===== src/rtl/alu_issue_ctrl_if.sv =====
// Handshake and ALU-facing signal bundle for alu_issue_ctrl.
// slave = the issue controller; master = decode stage, alu_32 and result consumer.
interface alu_issue_ctrl_if;
    logic        in_valid;
    logic        in_ready;
    logic [5:0]  in_funct;
    logic [31:0] in_a;
    logic [31:0] in_b;

    logic [31:0] alu_a;
    logic [31:0] alu_b;
    logic [3:0]  alu_control;
    logic [31:0] alu_result;
    logic        alu_zero;
    logic        alu_overflow;
    logic        alu_err_invalid_control;

    logic        out_valid;
    logic        out_ready;
    logic [31:0] out_result;
    logic        out_zero;
    logic        out_trap;
    logic        out_illegal;

    modport slave (
        input  in_valid, in_funct, in_a, in_b,
        output in_ready,
        output alu_a, alu_b, alu_control,
        input  alu_result, alu_zero, alu_overflow, alu_err_invalid_control,
        output out_valid, out_result, out_zero, out_trap, out_illegal,
        input  out_ready
    );

    modport master (
        output in_valid, in_funct, in_a, in_b,
        input  in_ready,
        input  alu_a, alu_b, alu_control,
        output alu_result, alu_zero, alu_overflow, alu_err_invalid_control,
        input  out_valid, out_result, out_zero, out_trap, out_illegal,
        output out_ready
    );
endinterface


===== src/rtl/alu_issue_ctrl.sv =====
// Issues one MIPS R-type op to alu_32, waits its fixed latency and holds the
// captured result/flags on a valid/ready port. Single outstanding op.
//
// state | meaning
// IDLE  | ready for a new op
// WAIT  | operands driven to alu_32, counting down its latency
// HOLD  | result presented, waiting for out_ready
module alu_issue_ctrl #(
    parameter int         ALU_LATENCY = 1,
    parameter logic [3:0] CTL_AND     = 4'b0000,
    parameter logic [3:0] CTL_OR      = 4'b0001,
    parameter logic [3:0] CTL_ADD     = 4'b0010,
    parameter logic [3:0] CTL_ADDU    = 4'b0011,
    parameter logic [3:0] CTL_SUB     = 4'b0110,
    parameter logic [3:0] CTL_SLT     = 4'b0111,
    parameter logic [3:0] CTL_NOR     = 4'b1100
) (
    input  logic            clock,
    input  logic            reset,
    alu_issue_ctrl_if.slave bus
);
    localparam int CNT_W = (ALU_LATENCY < 1) ? 1 : $clog2(ALU_LATENCY + 1);

    typedef enum logic [1:0] {IDLE, WAIT, HOLD} state_t;

    state_t             state_q, state_d;
    logic [CNT_W-1:0]   cnt_q, cnt_d;
    logic [31:0]        a_q, a_d;
    logic [31:0]        b_q, b_d;
    logic [3:0]         ctl_q, ctl_d;
    logic               trap_en_q, trap_en_d;
    logic [31:0]        res_q, res_d;
    logic               zero_q, zero_d;
    logic               trap_q, trap_d;
    logic               ill_q, ill_d;

    logic               dec_legal;
    logic [3:0]         dec_ctl;
    logic               dec_trap;

    always_comb begin
        dec_legal = 1'b1;
        dec_ctl   = CTL_AND;
        dec_trap  = 1'b0;
        case (bus.in_funct)
            6'h20: begin dec_ctl = CTL_ADD; dec_trap = 1'b1; end
            6'h21: dec_ctl = CTL_ADDU;
            6'h22: begin dec_ctl = CTL_SUB; dec_trap = 1'b1; end
            6'h23: dec_ctl = CTL_SUB;
            6'h24: dec_ctl = CTL_AND;
            6'h25: dec_ctl = CTL_OR;
            6'h27: dec_ctl = CTL_NOR;
            6'h2A: dec_ctl = CTL_SLT;
            default: dec_legal = 1'b0;
        endcase
    end

    always_comb begin
        state_d   = state_q;
        cnt_d     = cnt_q;
        a_d       = a_q;
        b_d       = b_q;
        ctl_d     = ctl_q;
        trap_en_d = trap_en_q;
        res_d     = res_q;
        zero_d    = zero_q;
        trap_d    = trap_q;
        ill_d     = ill_q;
        case (state_q)
            IDLE: begin
                if (bus.in_valid) begin
                    if (dec_legal) begin
                        a_d       = bus.in_a;
                        b_d       = bus.in_b;
                        ctl_d     = dec_ctl;
                        trap_en_d = dec_trap;
                        cnt_d     = CNT_W'(ALU_LATENCY);
                        state_d   = WAIT;
                    end else begin
                        // Illegal funct never reaches the ALU; report it directly.
                        res_d   = '0;
                        zero_d  = 1'b0;
                        trap_d  = 1'b0;
                        ill_d   = 1'b1;
                        state_d = HOLD;
                    end
                end
            end
            WAIT: begin
                if (cnt_q != '0) begin
                    cnt_d = cnt_q - CNT_W'(1);
                end else begin
                    res_d   = bus.alu_result;
                    zero_d  = bus.alu_zero;
                    trap_d  = bus.alu_overflow & trap_en_q & ~bus.alu_err_invalid_control;
                    ill_d   = bus.alu_err_invalid_control;
                    state_d = HOLD;
                end
            end
            HOLD: begin
                if (bus.out_ready) state_d = IDLE;
            end
            default: state_d = IDLE;
        endcase
    end

    always_ff @(posedge clock) begin
        if (reset) begin
            state_q   <= IDLE;
            cnt_q     <= '0;
            a_q       <= '0;
            b_q       <= '0;
            ctl_q     <= CTL_AND;
            trap_en_q <= 1'b0;
            res_q     <= '0;
            zero_q    <= 1'b0;
            trap_q    <= 1'b0;
            ill_q     <= 1'b0;
        end else begin
            state_q   <= state_d;
            cnt_q     <= cnt_d;
            a_q       <= a_d;
            b_q       <= b_d;
            ctl_q     <= ctl_d;
            trap_en_q <= trap_en_d;
            res_q     <= res_d;
            zero_q    <= zero_d;
            trap_q    <= trap_d;
            ill_q     <= ill_d;
        end
    end

    assign bus.in_ready    = (state_q == IDLE);
    assign bus.out_valid   = (state_q == HOLD);
    assign bus.alu_a       = a_q;
    assign bus.alu_b       = b_q;
    assign bus.alu_control = ctl_q;
    assign bus.out_result  = res_q;
    assign bus.out_zero    = zero_q;
    assign bus.out_trap    = trap_q;
    assign bus.out_illegal = ill_q;
endmodule


===== src/flat_wrapper.sv =====
// flat-port wrapper written by rule: the top's interface ports become plain ports
module alu_issue_ctrl_flat 
#(
    parameter int         ALU_LATENCY = 1,
    parameter logic [3:0] CTL_AND     = 4'b0000,
    parameter logic [3:0] CTL_OR      = 4'b0001,
    parameter logic [3:0] CTL_ADD     = 4'b0010,
    parameter logic [3:0] CTL_ADDU    = 4'b0011,
    parameter logic [3:0] CTL_SUB     = 4'b0110,
    parameter logic [3:0] CTL_SLT     = 4'b0111,
    parameter logic [3:0] CTL_NOR     = 4'b1100
)
  (clock, reset, bus_in_valid, bus_in_funct, bus_in_a, bus_in_b, bus_in_ready, bus_alu_a, bus_alu_b, bus_alu_control, bus_alu_result, bus_alu_zero, bus_alu_overflow, bus_alu_err_invalid_control, bus_out_valid, bus_out_result, bus_out_zero, bus_out_trap, bus_out_illegal, bus_out_ready);
  alu_issue_ctrl_if bus_i ();
  input  logic clock;
  input  logic reset;
  input wire logic [$bits(bus_i.in_valid)-1:0] bus_in_valid;
  input wire logic [$bits(bus_i.in_funct)-1:0] bus_in_funct;
  input wire logic [$bits(bus_i.in_a)-1:0] bus_in_a;
  input wire logic [$bits(bus_i.in_b)-1:0] bus_in_b;
  output wire logic [$bits(bus_i.in_ready)-1:0] bus_in_ready;
  output wire logic [$bits(bus_i.alu_a)-1:0] bus_alu_a;
  output wire logic [$bits(bus_i.alu_b)-1:0] bus_alu_b;
  output wire logic [$bits(bus_i.alu_control)-1:0] bus_alu_control;
  input wire logic [$bits(bus_i.alu_result)-1:0] bus_alu_result;
  input wire logic [$bits(bus_i.alu_zero)-1:0] bus_alu_zero;
  input wire logic [$bits(bus_i.alu_overflow)-1:0] bus_alu_overflow;
  input wire logic [$bits(bus_i.alu_err_invalid_control)-1:0] bus_alu_err_invalid_control;
  output wire logic [$bits(bus_i.out_valid)-1:0] bus_out_valid;
  output wire logic [$bits(bus_i.out_result)-1:0] bus_out_result;
  output wire logic [$bits(bus_i.out_zero)-1:0] bus_out_zero;
  output wire logic [$bits(bus_i.out_trap)-1:0] bus_out_trap;
  output wire logic [$bits(bus_i.out_illegal)-1:0] bus_out_illegal;
  input wire logic [$bits(bus_i.out_ready)-1:0] bus_out_ready;
  assign bus_i.in_valid = bus_in_valid;
  assign bus_i.in_funct = bus_in_funct;
  assign bus_i.in_a = bus_in_a;
  assign bus_i.in_b = bus_in_b;
  assign bus_in_ready = bus_i.in_ready;
  assign bus_alu_a = bus_i.alu_a;
  assign bus_alu_b = bus_i.alu_b;
  assign bus_alu_control = bus_i.alu_control;
  assign bus_i.alu_result = bus_alu_result;
  assign bus_i.alu_zero = bus_alu_zero;
  assign bus_i.alu_overflow = bus_alu_overflow;
  assign bus_i.alu_err_invalid_control = bus_alu_err_invalid_control;
  assign bus_out_valid = bus_i.out_valid;
  assign bus_out_result = bus_i.out_result;
  assign bus_out_zero = bus_i.out_zero;
  assign bus_out_trap = bus_i.out_trap;
  assign bus_out_illegal = bus_i.out_illegal;
  assign bus_i.out_ready = bus_out_ready;
  alu_issue_ctrl #(.ALU_LATENCY(ALU_LATENCY), .CTL_AND(CTL_AND), .CTL_OR(CTL_OR), .CTL_ADD(CTL_ADD), .CTL_ADDU(CTL_ADDU), .CTL_SUB(CTL_SUB), .CTL_SLT(CTL_SLT), .CTL_NOR(CTL_NOR)) u_core (.clock(clock), .reset(reset), .bus(bus_i));
endmodule

===== config.mk =====
export PLATFORM = sky130hd
export DESIGN_NAME = alu_issue_ctrl_flat
export DESIGN_NICKNAME = d
export VERILOG_FILES = /design/src/rtl/alu_issue_ctrl_if.sv /design/src/rtl/alu_issue_ctrl.sv /design/src/flat_wrapper.sv
export SDC_FILE = /design/constraint.sdc
export NUM_CORES = 1
export LEC_CHECK = 0
export CORE_AREA = 2 2 107 109
export DETAILED_ROUTE_END_ITERATION = 16
export DIE_AREA = 0 0 109 111
export PLACE_DENSITY = 0.8
export SYNTH_ARGS = -nofsm -noshare
export SYNTH_HDL_FRONTEND = slang
export SYNTH_SLANG_ARGS = --single-unit
export TNS_END_PERCENT = 30

===== constraint.sdc =====
create_clock -name clock -period 1.8 [get_ports clock]
set_input_delay 0.27 -clock clock [delete_from_list [all_inputs] [get_ports clock]]
set_output_delay 0.27 -clock clock [all_outputs]
set_load 0.03 [all_outputs]

==> results.yml <==
grt:
  antenna_found_initial: 0
  grt.total_usage_pct: 18.84
  overflow: 0
  grt_pass1_wl_um: 18080
  grt_pass1_vias: 3784
  grt_max_degree: 55
die:
  start_util_pct: 39.93
  dieWidth_um: 109
  ios: 214
  dieArea_mm2: 0.01210
  num_rows: 39
  die_y_um: 111
  core-area_mm2: 0.01108
yosys:
  ys_async_sr_fraction_pct: 0
  synth_top_cells_by_count: "137 x nand2b_1, 107 x dfxtp_1, 68 x mux2i_1"
  seq_area_frac_synth_pct: 48.43
  syn_inst: 416
  synth_top_area_share_pct: 48.43
  synth_warnings: 0
  ys_ff_latch: 107
  yosysMostFrequentCell: "nand2b_1"
  synth_ff_type: "dfxtp_1"
  syn-num-nets: 525
  syn_avg_cell_area_um2: 10.63
  synth_largest_area_cell: "dfxtp_1"
  netlist_top_cells_area: "dfxtp_1 48%, nand2b_1 19%, mux2i_1 15%, a22o_1 6.5%, clkbuf_1 1.7%"
  synth_edf_count: 0
  synth_area_mm2: 0.004423
  ys_types: 33
clocking:
  ctsHoldBuffers: 0
  htree_levels: 3
  cts.clk_slew.worst_paths_ps: 70
  cts.sinks: 107
  cts_buffers: 9
  clock_tree.root_cell: "clkbuf_16"
  clkLatencyLatePin_ps: 350
  cts_tree: "built"
  clk_path_buf_depth: 2
  postCtsSetupBuffers: 0
sta:
  finalMaxSlewViolations: 0
  finalSetupViolCount: 0
  hold_viol_final: 0
  maxSlewHeadroom_pct: 73.85
  max_freq_mhz: 590.3
  fin_skew_ps: 6.092
  worstMarginPinSlew_ps: 392.2
  rsz0062_at_grt: "false"
  whs_ps: 327.1
  fin_crit_ps: 1694
  period_share_pct: 94.12
  fin_ws_ps: 105.9
setup_path:
  path_class: "in -> reg"
  endpoint_kind: "register"
  start_kind: "input pin"
  crit_fanout: 8
  arrival_ps: 1960
  required_ps: 2060
drt:
  vias: 3685
  final_antenna_net_count: 0
  wl_per_cell_um: 15.04
  viasPerCell: 4.718
  drt_iter0_drc: 128
  drtPass1Iterations: 4
  drc: 0
  routed_wl_um: 11750
layout:
  area.growth.synth_to_final_pct: 62.89
  fin_cells: 781
  design_area_mm2: 0.007204
  n_antenna_cell: 0
  fill_cells: 882
  nets: 742
  drive_gt1_share_pct: 8.464
place:
  placed_cell_area_mm2: 0.006794
  io_buffers: 213
  dp_hpwl_um: 8682
  place_congestion: 0.8034
  pre_cts_slack_ps: -275.2
  place_inst: 763
power_and_ir_drop:
  ir_drop_mv: 0.4881
  cellLeakagePower_nw: 2.574
  total_power_mw: 5.293
  p_per_area_mw_per_mm2: 734.7
status:
  outcome: "complete, no violations"
min_path:
  hp-class: "in -> reg"
flow_run:
  drv_cap: 0
cell families (layout without fill, tap and decap cells):
group,count (synthesis),in the layout,share of synthesized area (%)
mux,69,69,15.64
buf+inv,34,256,4.271
flops,107,107,48.43
compound gates,45,45,8.968
simple gates,161,161,22.69
power by group:
part / total (mW) / leakage, nW / switching [mW] / internal [mW]
Combinational: 0.754 / 1.56 / 0.308 / 0.446
Clock: 2.10 / 0.153 / 0.876 / 1.22
Sequential: 2.44 / 0.865 / 0.0289 / 2.41
Total: 5.29 / 2.57 / 1.21 / 4.08
registers in the layout (all words and copies together), names as in the netlist:
name / flops
u_core.bus.out_trap: 1
u_core.bus.out_zero: 1
u_core.bus.alu_a: 32
u_core.bus.alu_control: 4
u_core.bus.out_result: 32
u_core.cnt_q: 1
u_core.trap_en_q: 1
u_core.state_q: 2
u_core.bus.out_illegal: 1
u_core.bus.alu_b: 32
worst max-delay path: stages:
cell             delay [ps]
clkdlybuf4s50_1         390
nand2b_1                180
o21bai_2                250
nor4_4                  320
buf_6                   190
buf_8                   150
mux2i_2                 220
path summary, 6_finish.rpt:
kind / start / endpoint / slack [ps] / depth (start not counted)
setup / recovery: bus_in_funct[4] / u_core.bus.alu_a[26] / 110 / 7
hold / removal: bus_in_funct[1] / u_core.bus.alu_control[3] / 330 / 3
setup reg to reg: u_core.state_q[0] / u_core.bus.out_result[18] / 170 / 5
hold reg to reg: u_core.bus.alu_b[6] / u_core.bus.alu_b[6] / 470 / 2
per-stage QoR:
stage               setup TNS, ps  utilization [%]
finish                          0            65.04
global route                    0            65.04
CTS                             0            64.20
detailed placement         -24540            61.34
global placement           -19220            61.34
floorplan                       0                -
final cells by class:
type | count | area [um2] | area share, %
Multi-Input combinational cell | 275 | 2127 | 29.52
Sequential cell | 107 | 2142 | 29.73
Clock inverter | 6 | 90.09 | 1.250
Tap cell | 143 | 178.9 | 2.484
Inverter | 2 | 7.507 | 0.1042
Clock buffer | 10 | 229.0 | 3.178
Timing Repair Buffer | 238 | 2430 | 33.73
layout by cell type, fill, tap and decap left out, types with 3 or more instances in the layout:
cell type / Yosys / layout
buf_12: 1 / 5
nor2_1: 5 / 5
mux2i_2: 0 / 3
a22o_1: 33 / 33
nand2b_1: 137 / 136
nor2b_1: 3 / 3
mux2i_1: 68 / 65
clkdlybuf4s50_1: 0 / 209
buf_4: 6 / 15
buf_6: 1 / 3
clkbuf_16: 0 / 11
dfxtp_1: 107 / 107
metal layers:
| layer | global-route usage [%] | share of wire (%) |
|---|---|---|
| met1 | 21.06 | 41 |
| met2 | 32.38 | 48 |
| met3 | 7.172 | 9.7 |
| met4 | 6.325 | 1.4 |
| met5 | 0 | 0 |
what timing repair did:
item | in CTS | in global routing
pin swaps | 0 | 1
setup endpoints to repair | 1 | 22
resized for setup | 1 | 12
cloned | 0 | 2
Note: power is estimated with default switching activity, not from simulation.
